==> src/rtl/dibit_pkg.sv <==
// Shared definitions for the 2-bit symbol link transmitter.
// Optional feature macro: DIBIT_TX_PARITY_EN (adds a fifth marker/parity symbol).
package dibit_pkg;

   // Transmit FSM states; StPar is only reachable with the parity build.
   typedef enum logic [1:0] {
      StIdle = 2'd0,
      StSend = 2'd1,
      StPar  = 2'd2
   } dibit_state_e;

   localparam int unsigned DIBIT_SYMS_PER_BYTE = 4;
   localparam logic [1:0]  DIBIT_IDLE_SYM      = 2'b00;
   localparam logic        DIBIT_PAR_MARKER    = 1'b1;

   // Index of the final data symbol of a byte.
   localparam logic [1:0]  DIBIT_LAST_IDX      = 2'(DIBIT_SYMS_PER_BYTE - 1);

   // Trailing symbol: marker bit in the MSB, even-parity bit of the byte in the LSB.
   function automatic logic [1:0] dibit_par_sym(input logic [7:0] b);
      return {DIBIT_PAR_MARKER, ^b};
   endfunction

endpackage

==> src/rtl/dibit_sym_timer.sv <==
// Symbol-period timer: counts 0..SYM_DIV-1 while run is high and flags the first
// and last cycle of each symbol. Held at zero while run is low.
module dibit_sym_timer #(
   parameter int unsigned SYM_DIV = 4
) (
   input  logic CLK,
   input  logic RST,
   input  logic run,
   output logic first,
   output logic last
);

   localparam int unsigned CntW = (SYM_DIV > 1) ? $clog2(SYM_DIV) : 1;
   localparam logic [CntW-1:0] CntMax = CntW'(SYM_DIV - 1);

   logic [CntW-1:0] div_cnt_q;
   logic [CntW-1:0] div_cnt_d;

   // Decode the symbol boundaries from the current count.
   always_comb begin
      first = (div_cnt_q == '0);
      last  = (div_cnt_q == CntMax);
   end

   // Next count: clear when stopped, wrap at the end of a symbol.
   always_comb begin
      div_cnt_d = div_cnt_q;
      if (!run || last) begin
         div_cnt_d = '0;
      end else begin
         div_cnt_d = div_cnt_q + 1'b1;
      end
   end

   // Counter register with synchronous reset.
   always_ff @(posedge CLK) begin
      if (RST) begin
         div_cnt_q <= '0;
      end else begin
         div_cnt_q <= div_cnt_d;
      end
   end

endmodule

==> src/rtl/dibit_tx.sv <==
// Byte-to-dibit transmitter: accepts bytes over valid/ready and serialises each
// one as four 2-bit symbols, each held SYM_DIV cycles with a strobe on its first
// cycle. Build macro DIBIT_TX_PARITY_EN appends a {marker, even-parity} symbol.
module dibit_tx #(
   parameter int unsigned SYM_DIV   = 4,
   parameter bit          MSB_FIRST = 1'b1
) (
   input  logic       CLK,
   input  logic       RST,
   input  logic [7:0] in_dat,
   input  logic       in_valid,
   output logic       in_ready,
   output logic [1:0] out_dat,
   output logic       out_strobe,
   output logic       busy
);

   import dibit_pkg::*;

   dibit_state_e state_q, state_d;
   logic [1:0]   sym_idx_q, sym_idx_d;
   logic [7:0]   shift_q, shift_d;
`ifdef DIBIT_TX_PARITY_EN
   logic [1:0]   par_sym_q, par_sym_d;
`endif

   logic       run;
   logic       sym_first;
   logic       sym_last;
   logic       final_last;
   logic       accept;
   logic [7:0] shift_next;

   assign run = (state_q != StIdle);

   dibit_sym_timer #(
      .SYM_DIV (SYM_DIV)
   ) u_timer (
      .CLK   (CLK),
      .RST   (RST),
      .run   (run),
      .first (sym_first),
      .last  (sym_last)
   );

   // Handshake: ready in idle or on the very last cycle of the byte's final symbol.
   always_comb begin
`ifdef DIBIT_TX_PARITY_EN
      final_last = sym_last && (state_q == StPar);
`else
      final_last = sym_last && (state_q == StSend) && (sym_idx_q == DIBIT_LAST_IDX);
`endif
      in_ready = !RST && ((state_q == StIdle) || final_last);
      accept   = in_valid && in_ready;
   end

   // Shift the next symbol into the output position of the shift register.
   always_comb begin
      if (MSB_FIRST) begin
         shift_next = {shift_q[5:0], 2'b00};
      end else begin
         shift_next = {2'b00, shift_q[7:2]};
      end
   end

   // Next-state logic for the transmit FSM and its datapath.
   always_comb begin
      state_d   = state_q;
      sym_idx_d = sym_idx_q;
      shift_d   = shift_q;
`ifdef DIBIT_TX_PARITY_EN
      par_sym_d = par_sym_q;
`endif
      unique case (state_q)
         StIdle: begin
            if (accept) begin
               state_d   = StSend;
               sym_idx_d = '0;
               shift_d   = in_dat;
`ifdef DIBIT_TX_PARITY_EN
               par_sym_d = dibit_par_sym(in_dat);
`endif
            end
         end
         StSend: begin
            if (sym_last) begin
               if (sym_idx_q == DIBIT_LAST_IDX) begin
`ifdef DIBIT_TX_PARITY_EN
                  state_d   = StPar;
                  sym_idx_d = '0;
`else
                  // A new byte accepted here starts with no idle gap.
                  if (accept) begin
                     state_d   = StSend;
                     sym_idx_d = '0;
                     shift_d   = in_dat;
                  end else begin
                     state_d   = StIdle;
                     sym_idx_d = '0;
                  end
`endif
               end else begin
                  sym_idx_d = sym_idx_q + 2'd1;
                  shift_d   = shift_next;
               end
            end
         end
`ifdef DIBIT_TX_PARITY_EN
         StPar: begin
            if (sym_last) begin
               if (accept) begin
                  state_d   = StSend;
                  sym_idx_d = '0;
                  shift_d   = in_dat;
                  par_sym_d = dibit_par_sym(in_dat);
               end else begin
                  state_d   = StIdle;
                  sym_idx_d = '0;
               end
            end
         end
`endif
         default: begin
            state_d   = StIdle;
            sym_idx_d = '0;
         end
      endcase
   end

   // Link outputs, decoded from registered state only so they change just after a rising edge.
   always_comb begin
      out_dat    = DIBIT_IDLE_SYM;
      busy       = (state_q != StIdle);
      out_strobe = busy && sym_first;
      if (state_q == StSend) begin
         out_dat = MSB_FIRST ? shift_q[7:6] : shift_q[1:0];
      end
`ifdef DIBIT_TX_PARITY_EN
      if (state_q == StPar) begin
         out_dat = par_sym_q;
      end
`endif
   end

   // State registers with synchronous reset; reset abandons any byte in flight.
   always_ff @(posedge CLK) begin
      if (RST) begin
         state_q   <= StIdle;
         sym_idx_q <= '0;
         shift_q   <= '0;
`ifdef DIBIT_TX_PARITY_EN
         par_sym_q <= '0;
`endif
      end else begin
         state_q   <= state_d;
         sym_idx_q <= sym_idx_d;
         shift_q   <= shift_d;
`ifdef DIBIT_TX_PARITY_EN
         par_sym_q <= par_sym_d;
`endif
      end
   end

endmodule

==> config.mk <==
export PLATFORM = sky130hd
export DESIGN_NAME = dibit_tx
export DESIGN_NICKNAME = d
export VERILOG_FILES = /design/src/rtl/dibit_pkg.sv /design/src/rtl/dibit_sym_timer.sv /design/src/rtl/dibit_tx.sv
export SDC_FILE = /design/constraint.sdc
export NUM_CORES = 1
export LEC_CHECK = 0
export BUFFER_PORTS_ARGS = -buffer_cell sky130_fd_sc_hd__buf_4
export CORE_UTILIZATION = 35
export CTS_CLUSTER_SIZE = 16
export DETAILED_ROUTE_END_ITERATION = 10
export HOLD_SLACK_MARGIN = 0.02
export MAX_ROUTING_LAYER = met4
export SYNTH_ARGS = -nofsm -noshare
export SYNTH_HDL_FRONTEND = slang
export SYNTH_SLANG_ARGS = --single-unit
==> constraint.sdc <==
create_clock -name CLK -period 1.9 [get_ports CLK]
set_input_delay 0 -clock CLK [delete_from_list [all_inputs] [get_ports CLK]]
set_output_delay 0 -clock CLK [all_outputs]
set_load 0.01 [all_outputs]
==> results.py <==
metrics = {
    "outcome": {
        "run_status": "complete, no violations",
    },
    "placed_design": {
        "hpwl_um": 1110,
        "place_area_sq_um": 844.6,
        "gp_congestion": 0.7363,
        "numPortBuffers": 15,
        "place_ws_ns": 0.4363,
    },
    "drt": {
        "met1_length_um": 729,
        "drt_pre_antenna_iters": 4,
        "routed-wl-met3_um": 63,
        "top_layer": "met4",
        "drtIter0Drc": 9,
        "ant_nets": 0,
        "remaining_drc_errors": 0,
        "wire_per_inst_um": 12.34,
        "wl_met2_um": 735,
        "finalWirelength_um": 1543,
        "vias_per_cell": 5.096,
        "vias": 637,
    },
    "clock_network": {
        "cts_made_buffers": 3,
        "clkSinkCount": 13,
        "htreeDepth": 1,
        "clk_pin_slew_ns": 0.08,
        "clockRootBuffer": "clkbuf_4",
        "cts_resized": 0,
        "cts_buffer_depth": 2,
        "post_cts_buffers": 0,
        "worstSkewPairLatency_ns": 0.27,
        "tritoncts": "yes",
    },
    "power": {
        "leakage_uw": 0.0004016,
        "vdd_drop_max_mv": 0.3711,
        "powerDensity_nw_per_um2": 635.1,
    },
    "final_layout": {
        "area_growth_pct": 28.11,
        "nFillCells": 197,
        "diodes": 0,
        "layout.area.seq_sq_um": 260.3,
        "drive_above_1_share": 0.2600,
        "final_area_sq_um": 900.9,
        "multiInputGateArea_sq_um": 410.4,
        "final_nets": 115,
    },
    "sta": {
        "setup_ws_ns": 0.4283,
        "fin_skew_ns": 0.001975,
        "finalSetupTns_ns": 0,
        "worstMarginPinSlew_ns": 0.4624,
        "maxSlewHeadroom": 0.6906,
        "rsz0062_at_grt": "false",
        "maxSlewViolCount": 0,
        "hold_violations": 0,
        "period_share": 0.7746,
        "fmax_ghz": 0.6795,
        "period_needed_ns": 1.472,
        "setup_violations": 0,
    },
    "yosys": {
        "synth.most_common_cell": "dfxtp_1",
        "synth_area_leader_cell": "dfxtp_1",
        "synth_area_leaders": "dfxtp_1 (37%), a22o_1 (7.5%), nand3b_1 (6.4%)",
        "synth_edf_count": 0,
        "syn-instance-count": 79,
        "yosys-top-cells-count": "dfxtp_1 (13), nor2_1 (8), o21ai_0 (7)",
        "ys.flop_type": "dfxtp_1",
        "avgSynthCellArea_sq_um": 8.901,
        "yosys_register_bits": 13,
        "syn_nets": 93,
        "netlist.area_leader.share": 0.3701,
        "synth_cell_types": 24,
        "synth_area_sq_um": 703.2,
        "synth_warnings": 0,
        "yosysSeqAreaShare": 0.3701,
        "async_reset_ff_frac": 0,
    },
    "min_path": {
        "hold_path.class": "input pin to register",
        "min_to": "state_q[0]",
        "hold_depth": 3,
        "worstHoldStart": "in_valid",
    },
    "setup_path": {
        "path_cells": "ha_1 -> nand3b_2 -> o21a_1 -> a22o_1",
        "r2r_setup_slack_ns": 0.43,
        "cp_max_fo": 9,
        "start_kind": "register",
        "slowest_stage": "dfxtp_1",
        "path_class": "register to register",
        "worstPathRequired_ns": 2.07,
        "rr_startpoint": "sym_idx_q[0]",
        "r2r_end": "shift_q[4]",
        "reg2reg_depth": 4,
        "cp_data_arrival_time_ns": 1.64,
        "critPathCaptureType": "register",
        "max_stage_delay_ns": 0.33,
    },
    "grt": {
        "grt_antenna_before_repair": 0,
        "grt_max_degree": 14,
        "grt_pass1_vias": 573,
        "gr-total-overflow": 0,
        "grtUsageTotal": 0.1679,
        "grt_pass1_wl_um": 2421,
    },
    "floorplanning": {
        "dieArea_sq_um": 2192,
        "fp.dieH_um": 46.82,
        "die_x_um": 46.82,
        "core_region_area_sq_um": 1802,
        "rows": 15,
        "io_pins": 16,
        "start_util": 0.3903,
    },
    "job": {
        "max_cap_violations": 0,
    },
}
==> layout by cell type, fill, tap and decap left out, drive strengths merged, types with 3 or more instances in the layout <==
cell         instances
a22o                 6
and2                 3
buf                 17
clkbuf               4
dfxtp               13
dlygate4sd3          3
ha                   3
inv                  4
nand2                6
nand3b               7
nor2                 8
o21a                 6
o21ai                7
==> flip-flops by register name (all words and copies together) (netlist names) <==
signal	cells
shift_q	8
state_q	1
u_timer.div_cnt_q	2
sym_idx_q	2
==> cell type report <==
type,instances,area share
multi-input cells,59,0.4556
repair buffers,20,0.1750
inverters,4,0.01667
well taps,25,0.03472
flip-flops and latches,13,0.2889
clock buffers,4,0.02917
==> logic make-up (layout without fill, tap and decap cells) <==
family,Yosys count,count (layout),synth area share
DFF,13,13,0.3701
buffers and inverters,7,28,0.04626
AOI/OAI and AO/OA,26,26,0.2829
xor gates and xnor gates,1,1,0.01246
and+or+nand+nor,29,29,0.2349
adders and majority gates,3,3,0.05339
==> power breakdown <==
part / leakage [uW] / internal, uW / switching, uW
Clock: 0.0000150 / 81.3 / 89.3
Sequential: 0.000106 / 286 / 10.6
Combinational: 0.000280 / 56.4 / 48.1
Total: 0.000402 / 424 / 148
==> layer usage <==
layer	vias to the layer above	global-route usage
met1	298	0.1995
met2	12	0.2667
met4	0	0.1029
met3	2	0.02308
li1	325	-
met5	-	-
==> metrics by stage <==
stage / hold slack, ns / util / cells / total power [uW]
finish: 0.07051 / 0.5000 / 125 / 572.2
global route: 0.1015 / 0.5000 / 125 / 602.2
CTS: 0.07381 / 0.5000 / 125 / 576.6
detailed placement: 0.2436 / 0.4688 / 118 / 403.9
global placement: 0.2313 / 0.4688 / 118 / 400.9
floorplan: 0.06174 / - / 79 / 360.6
==> critical path, delay by kind of cell, from the launching register on <==
kind / cells / cell delay, ns
AOI/OAI and AO/OA: 2 / 0.43
adders and majority gates: 1 / 0.29
DFF: 1 / 0.33
and+or+nand+nor: 1 / 0.32
==> worst max-delay path by stage <==
stage / startpoint / end / slack (ns)
after floorplan: sym_idx_q[0] / shift_q[2] / 0.57
after global placement: sym_idx_q[0] / shift_q[7] / 0.46
after detailed placement: sym_idx_q[0] / shift_q[0] / 0.44
after CTS: sym_idx_q[0] / shift_q[0] / 0.42
after global routing: sym_idx_q[0] / shift_q[3] / 0.34
final: sym_idx_q[0] / shift_q[4] / 0.43
==> timing repair <==
item	4_1_cts	5_1_grt
hold buffers	3	0
endpoints found under the setup margin	0	0
endpoints found under the hold margin	5	0
Note: power is estimated with default switching activity, not from simulation.
